==> src/rtl/tff_seq_pkg.sv <==
// Shared state encoding and default sizing for the T-flip-flop sequence counter.
package tff_seq_pkg;

    typedef enum logic [1:0] {
        IDLE = 2'd0,
        RUN  = 2'd1,
        HALT = 2'd2
    } state_t;

    localparam int DEF_WIDTH     = 4;
    localparam int DEF_MAX_COUNT = 9;

endpackage

==> src/rtl/tff_bit.sv <==
// Single T flip-flop: synchronous active-low clear, inverts its output when t is high.
module tff_bit (
    input  logic clk,
    input  logic rstn,
    input  logic t,
    output logic q
);

    always_ff @(posedge clk) begin
        if (!rstn)
            q <= 1'b0;
        else if (t)
            q <= ~q;
    end

endmodule

==> src/rtl/tff_count_seq.sv <==
// Up/down modulo counter built from a bank of T flip-flops and sequenced by an IDLE/RUN FSM.
// Optional macro TFF_SEQ_AUTOSTOP_EN: a wrap step parks the FSM in HALT instead of wrapping.
module tff_count_seq
    import tff_seq_pkg::*;
#(
    parameter int WIDTH     = DEF_WIDTH,
    parameter int MAX_COUNT = DEF_MAX_COUNT
) (
    input  logic             clk,
    input  logic             rstn,
    input  logic             start,
    input  logic             stop,
    input  logic             tick,
    input  logic             dir,
    input  logic             load,
    input  logic [WIDTH-1:0] load_val,
    output logic [WIDTH-1:0] count,
    output logic [WIDTH-1:0] toggle,
    output logic             busy,
    output logic             tc
);

    localparam logic [WIDTH-1:0] MAX_V = WIDTH'(MAX_COUNT);

    state_t           state;
    logic [WIDTH-1:0] clamped;
    logic [WIDTH-1:0] inc_t;
    logic [WIDTH-1:0] dec_t;
    logic             carry_up;
    logic             carry_dn;
    logic             step;
    logic             wrap_up;
    logic             wrap_dn;
    logic             wrap;
    logic             halt_now;

`ifdef TFF_SEQ_AUTOSTOP_EN
    logic             rearm;
`endif

    always_comb begin
        clamped = (load_val > MAX_V) ? MAX_V : load_val;
        step    = !load && (state == RUN) && !stop && tick;
        // count above MAX_V is only reachable with odd parameters; an up step treats it as a wrap
        wrap_up = dir && (count >= MAX_V);
        wrap_dn = !dir && (count == '0);
        wrap    = step && (wrap_up || wrap_dn);

`ifdef TFF_SEQ_AUTOSTOP_EN
        halt_now = wrap && !rearm;
`else
        halt_now = 1'b0;
`endif

        // ripple the increment/decrement toggle terms bit by bit
        inc_t    = '0;
        dec_t    = '0;
        inc_t[0] = 1'b1;
        dec_t[0] = 1'b1;
        carry_up = count[0];
        carry_dn = ~count[0];
        for (int unsigned i = 1; i < WIDTH; i++) begin
            inc_t[i] = carry_up;
            dec_t[i] = carry_dn;
            carry_up = carry_up & count[i];
            carry_dn = carry_dn & ~count[i];
        end

        toggle = '0;
        if (rstn) begin
            if (load)
                toggle = count ^ clamped;
            else if (step && !halt_now) begin
                if (dir)
                    toggle = wrap_up ? count : inc_t;
                else
                    toggle = wrap_dn ? MAX_V : dec_t;
            end
        end
    end

    for (genvar g = 0; g < WIDTH; g++) begin : g_bank
        tff_bit u_bit (
            .clk  (clk),
            .rstn (rstn),
            .t    (toggle[g]),
            .q    (count[g])
        );
    end

    always_ff @(posedge clk) begin
        if (!rstn) begin
            state <= IDLE;
            busy  <= 1'b0;
            tc    <= 1'b0;
`ifdef TFF_SEQ_AUTOSTOP_EN
            rearm <= 1'b0;
`endif
        end else begin
            tc <= wrap;
`ifdef TFF_SEQ_AUTOSTOP_EN
            // the first step after resuming from HALT performs the wrap instead of halting again
            rearm <= !load && !stop &&
                     (((state == HALT) && start) || ((state == RUN) && !tick && rearm));
`endif
            if (!load) begin
                case (state)
                    IDLE: begin
                        if (!stop && start) begin
                            state <= RUN;
                            busy  <= 1'b1;
                        end
                    end
                    RUN: begin
                        if (stop) begin
                            state <= IDLE;
                            busy  <= 1'b0;
                        end else if (halt_now) begin
                            state <= HALT;
                            busy  <= 1'b0;
                        end
                    end
`ifdef TFF_SEQ_AUTOSTOP_EN
                    HALT: begin
                        if (stop) begin
                            state <= IDLE;
                            busy  <= 1'b0;
                        end else if (start) begin
                            state <= RUN;
                            busy  <= 1'b1;
                        end
                    end
`endif
                    default: begin
                        state <= IDLE;
                        busy  <= 1'b0;
                    end
                endcase
            end
        end
    end

endmodule

==> config.mk <==
export PLATFORM = sky130hd
export DESIGN_NAME = tff_count_seq
export DESIGN_NICKNAME = d
export VERILOG_FILES = /design/src/rtl/tff_seq_pkg.sv /design/src/rtl/tff_bit.sv /design/src/rtl/tff_count_seq.sv
export SDC_FILE = /design/constraint.sdc
export NUM_CORES = 1
export LEC_CHECK = 0
export CORE_MARGIN = 2
export CORE_UTILIZATION = 43
export CTS_CLUSTER_SIZE = 24
export DETAILED_ROUTE_END_ITERATION = 10
export PLACE_DENSITY = 0.8
export SLEW_MARGIN = 25
export SYNTH_ARGS = -nofsm -noshare
export SYNTH_HDL_FRONTEND = slang
export SYNTH_SLANG_ARGS = --single-unit
==> constraint.sdc <==
create_clock -name clk -period 1.84 [get_ports clk]
set_input_delay 0.276 -clock clk [delete_from_list [all_inputs] [get_ports clk]]
set_output_delay 0.276 -clock clk [all_outputs]
set_load 0.02 [all_outputs]
==> flow_metrics.tcl, run 1 <==
set metrics [dict create \
    outcome "finished with violations" \
    violations "setup timing" \
    die_x_um 41.4 \
    syn_inst 80 \
    crit_path_top_delay_cell "or3_4" \
    rsz0062_at_grt "yes" \
    antennaDiodeCount 0 \
    ys_seq_elements 6 \
    min_period_ns 2.03 \
    fmax_ghz 0.492 \
    synthXorXnorAreaFrac_pct 5.83 \
    slowest_delay_ns 0.39 \
    cp_data_arrival_time_ns 1.76 \
    grt_usage_pct 33.9 \
    first_pass_iters 6 \
    hold_viol 0 \
    drtIter0Drc 30 \
    yosys.area.top_type "dfxtp_1" \
    syn_avg_cell_area_sq_um 7.51 \
    timing.hold.ws_ns 0.291 \
    place_congestion 0.921 \
    clock_latency_ns 0.25 \
    tightestPinTransition_ns 0.306 \
    use_met2_pct 58.6 \
    h-tree-depth 1 \
    ant_nets 0 \
    slew_headroom_pct 79.4 \
    worstSetupPathType "reg2out" \
    clkSinkCount 6 \
    clock_skew_ns 0.0137 \
    overflow 0 \
    drive_gt1_share_pct 52.0 \
    drv_slew 0 \
    grt_pass1_wl_um 3580 \
    cp-end-kind "output port" \
    synth_nets 91 \
    syn_area_sq_um 601 \
    nNetsFinal 138 \
    muxShareOfSynthArea_pct 3.75 \
    crit_family "simple AND/OR/NAND/NOR gates" \
    die_h_um 41.4 \
    crit_chain "buf_6 -> or3_4 -> o211ai_1 -> a22oi_1 -> nor2_1 -> buf_4" \
    preCtsSetupSlack_ns -0.632 \
    core_sq_um 1300 \
    worstPathMaxFanout 3 \
    start_util_pct 46.2 \
    layout_setup_ws_ns -0.192 \
    avgRoutedWirePerCell_um 20.8 \
    grt_pass1_vias 765 \
    p_leak_nw 0.480 \
    io_buffer_count 20 \
    cts_tree "yes" \
    syn2layout_area_growth_pct 86.9 \
    async_reset_ff_share_pct 0 \
    ys_types 34 \
    setup_violations 5 \
    setup_tns_ns -0.546 \
    fillers 74 \
    p_per_area_nw_per_um2 474 \
    worstSetupStartpointType "flip-flop" \
    num_rows 13 \
    hold_path_class "in2reg" \
    globalRouteMet1Util_pct 36.7 \
    die_area_sq_um 1710 \
    cts.clk_slew.worst_paths_ns 0.06 \
    routed_wl_um 2910 \
    busiest_layer "met2" \
    synthAdderAreaFrac_pct 0 \
    crit_buf_inv 2 \
    root_buffer "clkbuf_4" \
    grt_max_degree 15 \
    hpwl_um 1510 \
    avgViaCountPerCell 6.05 \
    yosys_warnings 0 \
    seq_area_frac_synth_pct 20.0 \
    synth_compound_area_share_pct 24.6 \
    cts_buffer_depth 2 \
    drc 0 \
    cp.required_ns 1.56 \
    synth.area.top_cells "dfxtp_1 20%, buf_4 10%, nand2b_1 5.2%" \
    synth_top_family_by_area "simple AND/OR/NAND/NOR gates" \
    cts_hold_buf 0 \
    synth_top_area_share_pct 20.0 \
    irDropWorstVdd_v 0.000465 \
    met3_usage_pct 6.91 \
    pin_count 21 \
    yosys.area_share.simple_pct 28.3 \
    vias 847 \
    maxCapViolations 0 \
    period_share_pct 110 \
    synth_edf_count 0 \
    antenna_found_initial 0 \
    cts_buffers 3 \
    synthFlopType "dfxtp_1" \
]
layout make-up:
cell class,count,area (sq um),area share [%]
well taps,15,18.8,1.67
clock buffers,3,22.5,2.01
repair buffers,56,468,41.7
flip-flops and latches,6,131,11.7
inverters,3,11.3,1.00
multi-input cells,57,470,41.9
synthesized netlist by cell type, types with 2 or more instances:
master,count
o21ai_0,6
xnor2_1,3
nand3_1,2
inv_1,3
nor2_1,7
a21oi_1,6
buf_2,3
nand2b_1,5
and3_1,2
nand2_1,4
clkbuf_1,2
buf_4,8
a211oi_1,2
mux2_2,2
dfxtp_1,6
worst paths after layout:
path / startpoint / endpoint / slack (ns) / depth (start not counted)
min: stop / busy$_SDFFE_PN0P_ / 0.29 / 2
max reg2reg: g_bank[1].u_bit.q$_SDFFE_PN0P_ / g_bank[2].u_bit.q$_SDFFE_PN0P_ / -0.02 / 8
max: g_bank[1].u_bit.q$_SDFFE_PN0P_ / toggle[2] / -0.19 / 6
min reg2reg: busy$_SDFFE_PN0P_ / busy$_SDFFE_PN0P_ / 0.74 / 3
worst register-to-register path: stages (launching register included):
cell and delay (ns):
dfxtp_4 0.35, buf_6 0.12, or3_4 0.39, o211ai_1 0.26
buf_4 0.17, buf_6 0.08, buf_6 0.08, mux2_4 0.29
o221ai_2 0.06
placed cells by master (no fill, tap or decap), drive strengths merged, types with 2 or more instances in the layout:
cell type	synthesis	final
mux2	2	2
o311ai	2	2
and3	2	2
clkbuf	2	6
or4	2	2
nand2b	5	5
nor2	7	7
a21oi	6	6
o21ai	6	6
buf	12	40
dfxtp	6	6
a211oi	2	2
nand3	2	2
clkdlybuf4s50	0	12
inv	3	3
nand2	4	4
xnor2	3	3
cells by family after synthesis:
| logic type | Yosys count |
|---|---|
| buffers and inverters | 17 |
| AO/OA/AOI/OAI | 22 |
| XOR/XNOR | 4 |
| flip-flops | 6 |
| AND/OR/NAND/NOR | 29 |
| multiplexers | 2 |
timing repair:
| action | 4_1_cts | 5_1_grt |
|---|---|---|
| pin swaps | 9 | 8 |
| endpoints found under the setup margin | 4 | 5 |
| buffers inserted | 7 | 9 |
| gates resized for setup | 45 | 16 |
routing by layer:
metal  wire (um)  share of wire [%]  vias to the layer above
li1            -                  -                      377
met2        1440                 49                       64
met5           0                  0                        -
met1        1140                 39                      387
met3         192                6.6                       19
met4         142                4.9                        0
registers in the layout, indices dropped and copies added, names as in the netlist:
register,cells
busy,1
tc,1
g_bank.u_bit.q,4
metrics by stage:
step / utilization (%) / power (mW) / std cells / instance area, sq um
2_1_floorplan: - / 0.250 / 80 / 601
3_3_place_gp: 69.0 / 0.324 / 124 / 898
3_5_place_dp: 69.0 / 0.331 / 124 / 898
4_1_cts: 80.6 / 0.497 / 134 / 1050
5_1_grt: 86.3 / 0.549 / 140 / 1120
6_report: 86.3 / 0.533 / 140 / 1120
power breakdown:
group / internal, mW / switching [mW]
Clock: 0.0747 / 0.0621
Combinational: 0.129 / 0.114
Sequential: 0.138 / 0.0152
No activity file was read; power rests on OpenSTA's default activity.
==> run 2, diff against run 1 <==
CORE_AREA = 2 2 39 41   (was not set)
CORE_MARGIN = not set   (was 2)
CORE_UTILIZATION = not set   (was 43)
DIE_AREA = 0 0 41 43   (was not set)
DONT_BUFFER_PORTS = 1   (was not set)
PLACE_DENSITY = 0.63   (was 0.8)
==> run 2 against run 1 <==
The flow still finishes with violations (setup timing). Die area grew 3.0%. Critical path depth shrank 1. Wire length down 44%. Cell count decreased by 26%. First-iteration DRC count shrank 40%. Via count down 26%. Non-clock buffer count down 37.
==> flow_metrics.tcl, run 2 (synthesis results as in run 1) <==
set metrics [dict create \
    clock_latency_ns 0.27 \
    r2r_cells 7 \
    syn2layout_area_growth_pct 23.1 \
    finish.utilization_pct 53.4 \
    largestRegisters "g_bank.u_bit.q (4), busy (1), tc (1)" \
    antennaDiodeCount 0 \
    start_util_pct 43.4 \
    hold_path_class "in2reg" \
    place_congestion 0.816 \
    cts.clk_slew.worst_paths_ns 0.06 \
    cp_data_arrival_time_ns 1.61 \
    top_register "g_bank.u_bit.q" \
    total_power_uw 418 \
    preCtsSetupSlack_ns 0.160 \
    die_area_sq_um 1760 \
    grt_pass1_vias 547 \
    whs_endpoint "busy$_SDFFE_PN0P_" \
    overflow 0 \
    setup_tns_ns -0.120 \
    worstSetupPathType "reg2out" \
    tightestPinTransition_ns 0.311 \
    first_pass_iters 4 \
    routed_wl_um 1640 \
    cp-end-kind "output port" \
    antenna_found_initial 0 \
    grt_pass1_wl_um 2460 \
    timing.hold.ws_ns 0.0956 \
    outcome "finished with violations" \
    drtIter0Drc 18 \
    avgViaCountPerCell 6.03 \
    avgRoutedWirePerCell_um 15.8 \
    drive_gt1_share_pct 39.8 \
    core_sq_um 1380 \
    p_leak_nw 0.288 \
    cp.required_ns 1.56 \
    root_buffer "clkbuf_4" \
    largest_reg_flops 4 \
    r2r_slack_ns 0.06 \
    min_period_ns 1.89 \
    irDropWorstVdd_v 0.000326 \
    worstPathMaxFanout 5 \
    h-tree-depth 1 \
    period_share_pct 103 \
    grt_usage_pct 20.6 \
    crit_start "g_bank[1].u_bit.q$_SDFFE_PN0P_" \
    cts_buffers 3 \
    violations "setup timing" \
    layout_common_cells "19 x buf_4, 7 x nor2_1, 6 x a21oi_1, 5 x o21ai_0" \
    drv_slew 0 \
    hpwl_um 1080 \
    drc 0 \
    maxCapViolations 0 \
    rsz0062_at_grt "yes" \
    fmax_ghz 0.529 \
    vias 627 \
    die_x_um 41 \
    cts_buffer_depth 2 \
    clock_skew_ns 0.00497 \
    worstSetupStartpointType "flip-flop" \
    die_h_um 43 \
    nNetsFinal 101 \
    hp-start "stop" \
    setup_violations 3 \
    slew_headroom_pct 79.0 \
    regToRegEndpoint "g_bank[2].u_bit.q$_SDFFE_PN0P_" \
    hold_viol 0 \
    layout_setup_ws_ns -0.0501 \
    num_rows 14 \
    cts_tree "yes" \
    hold_path_depth 1 \
    clkSinkCount 6 \
    r2r_start "g_bank[1].u_bit.q$_SDFFE_PN0P_" \
    grt_max_degree 17 \
    final_common_cell "buf_4" \
    io_buffer_count 0 \
    pin_count 21 \
    p_per_area_nw_per_um2 566 \
    ant_nets 0 \
]
==> run 2: changes by cell type in the layout (fill, tap and decap cells not counted), sizes merged <==
cell,previous run,this run
buf,40,19
clkbuf,6,3
clkdlybuf4s50,12,0
dlygate4sd2,1,0
==> run 2: per-stage QoR <==
step / instances / instance area [sq um]
after floorplan: 80 / 601
final: 104 / 739
after detailed placement: 95 / 624
after CTS: 102 / 691
after global routing: 104 / 739
after global placement: 95 / 624
==> run 2: worst max-delay path by stage <==
stage / end / depth (start not counted)
final: toggle[2] / 5
after global routing: toggle[2] / 5
after CTS: toggle[2] / 5
after detailed placement: toggle[3] / 5
after global placement: toggle[3] / 5
after floorplan: toggle[0] / 6
==> run 2: critical path, cell delays in order, from the launching register on <==
cell	delay [ns]
dfxtp_4	0.35
or3_1	0.33
o211ai_1	0.26
a22oi_1	0.14
nor2_1	0.11
buf_4	0.14
==> run 2: routing by layer <==
layer  GRT usage [%]  up-vias  wire [um]
met4            8.00        0         30
met3            7.33        4        151
met2            30.3       33        787
met5               0        -          0
li1                -      301          -
met1            26.4      289        670
==> run 2: cell type report <==
type	instances	area, sq um
fill	137	644
multi-input combinational	57	412
timing repair buffer	19	143
sequential	6	131
clock buffer	3	22.5
tap	16	20.0
inverter	3	11.3
==> run 2: timing repair <==
item / in CTS / in global routing
setup buffers: 4 / 2
pin swaps: 5 / 8
setup endpoints to repair: 4 / 5
resized for setup: 5 / 8
hold buffers: 0 / 0
==> run 2: report_power, final <==
| group | switching [mW] | leakage (nW) | internal [mW] |
|---|---|---|---|
| combinational | 0.0634 | 0.222 | 0.0609 |
| sequential | 0.0128 | 0.0517 | 0.138 |
| clock | 0.0680 | 0.0138 | 0.0752 |
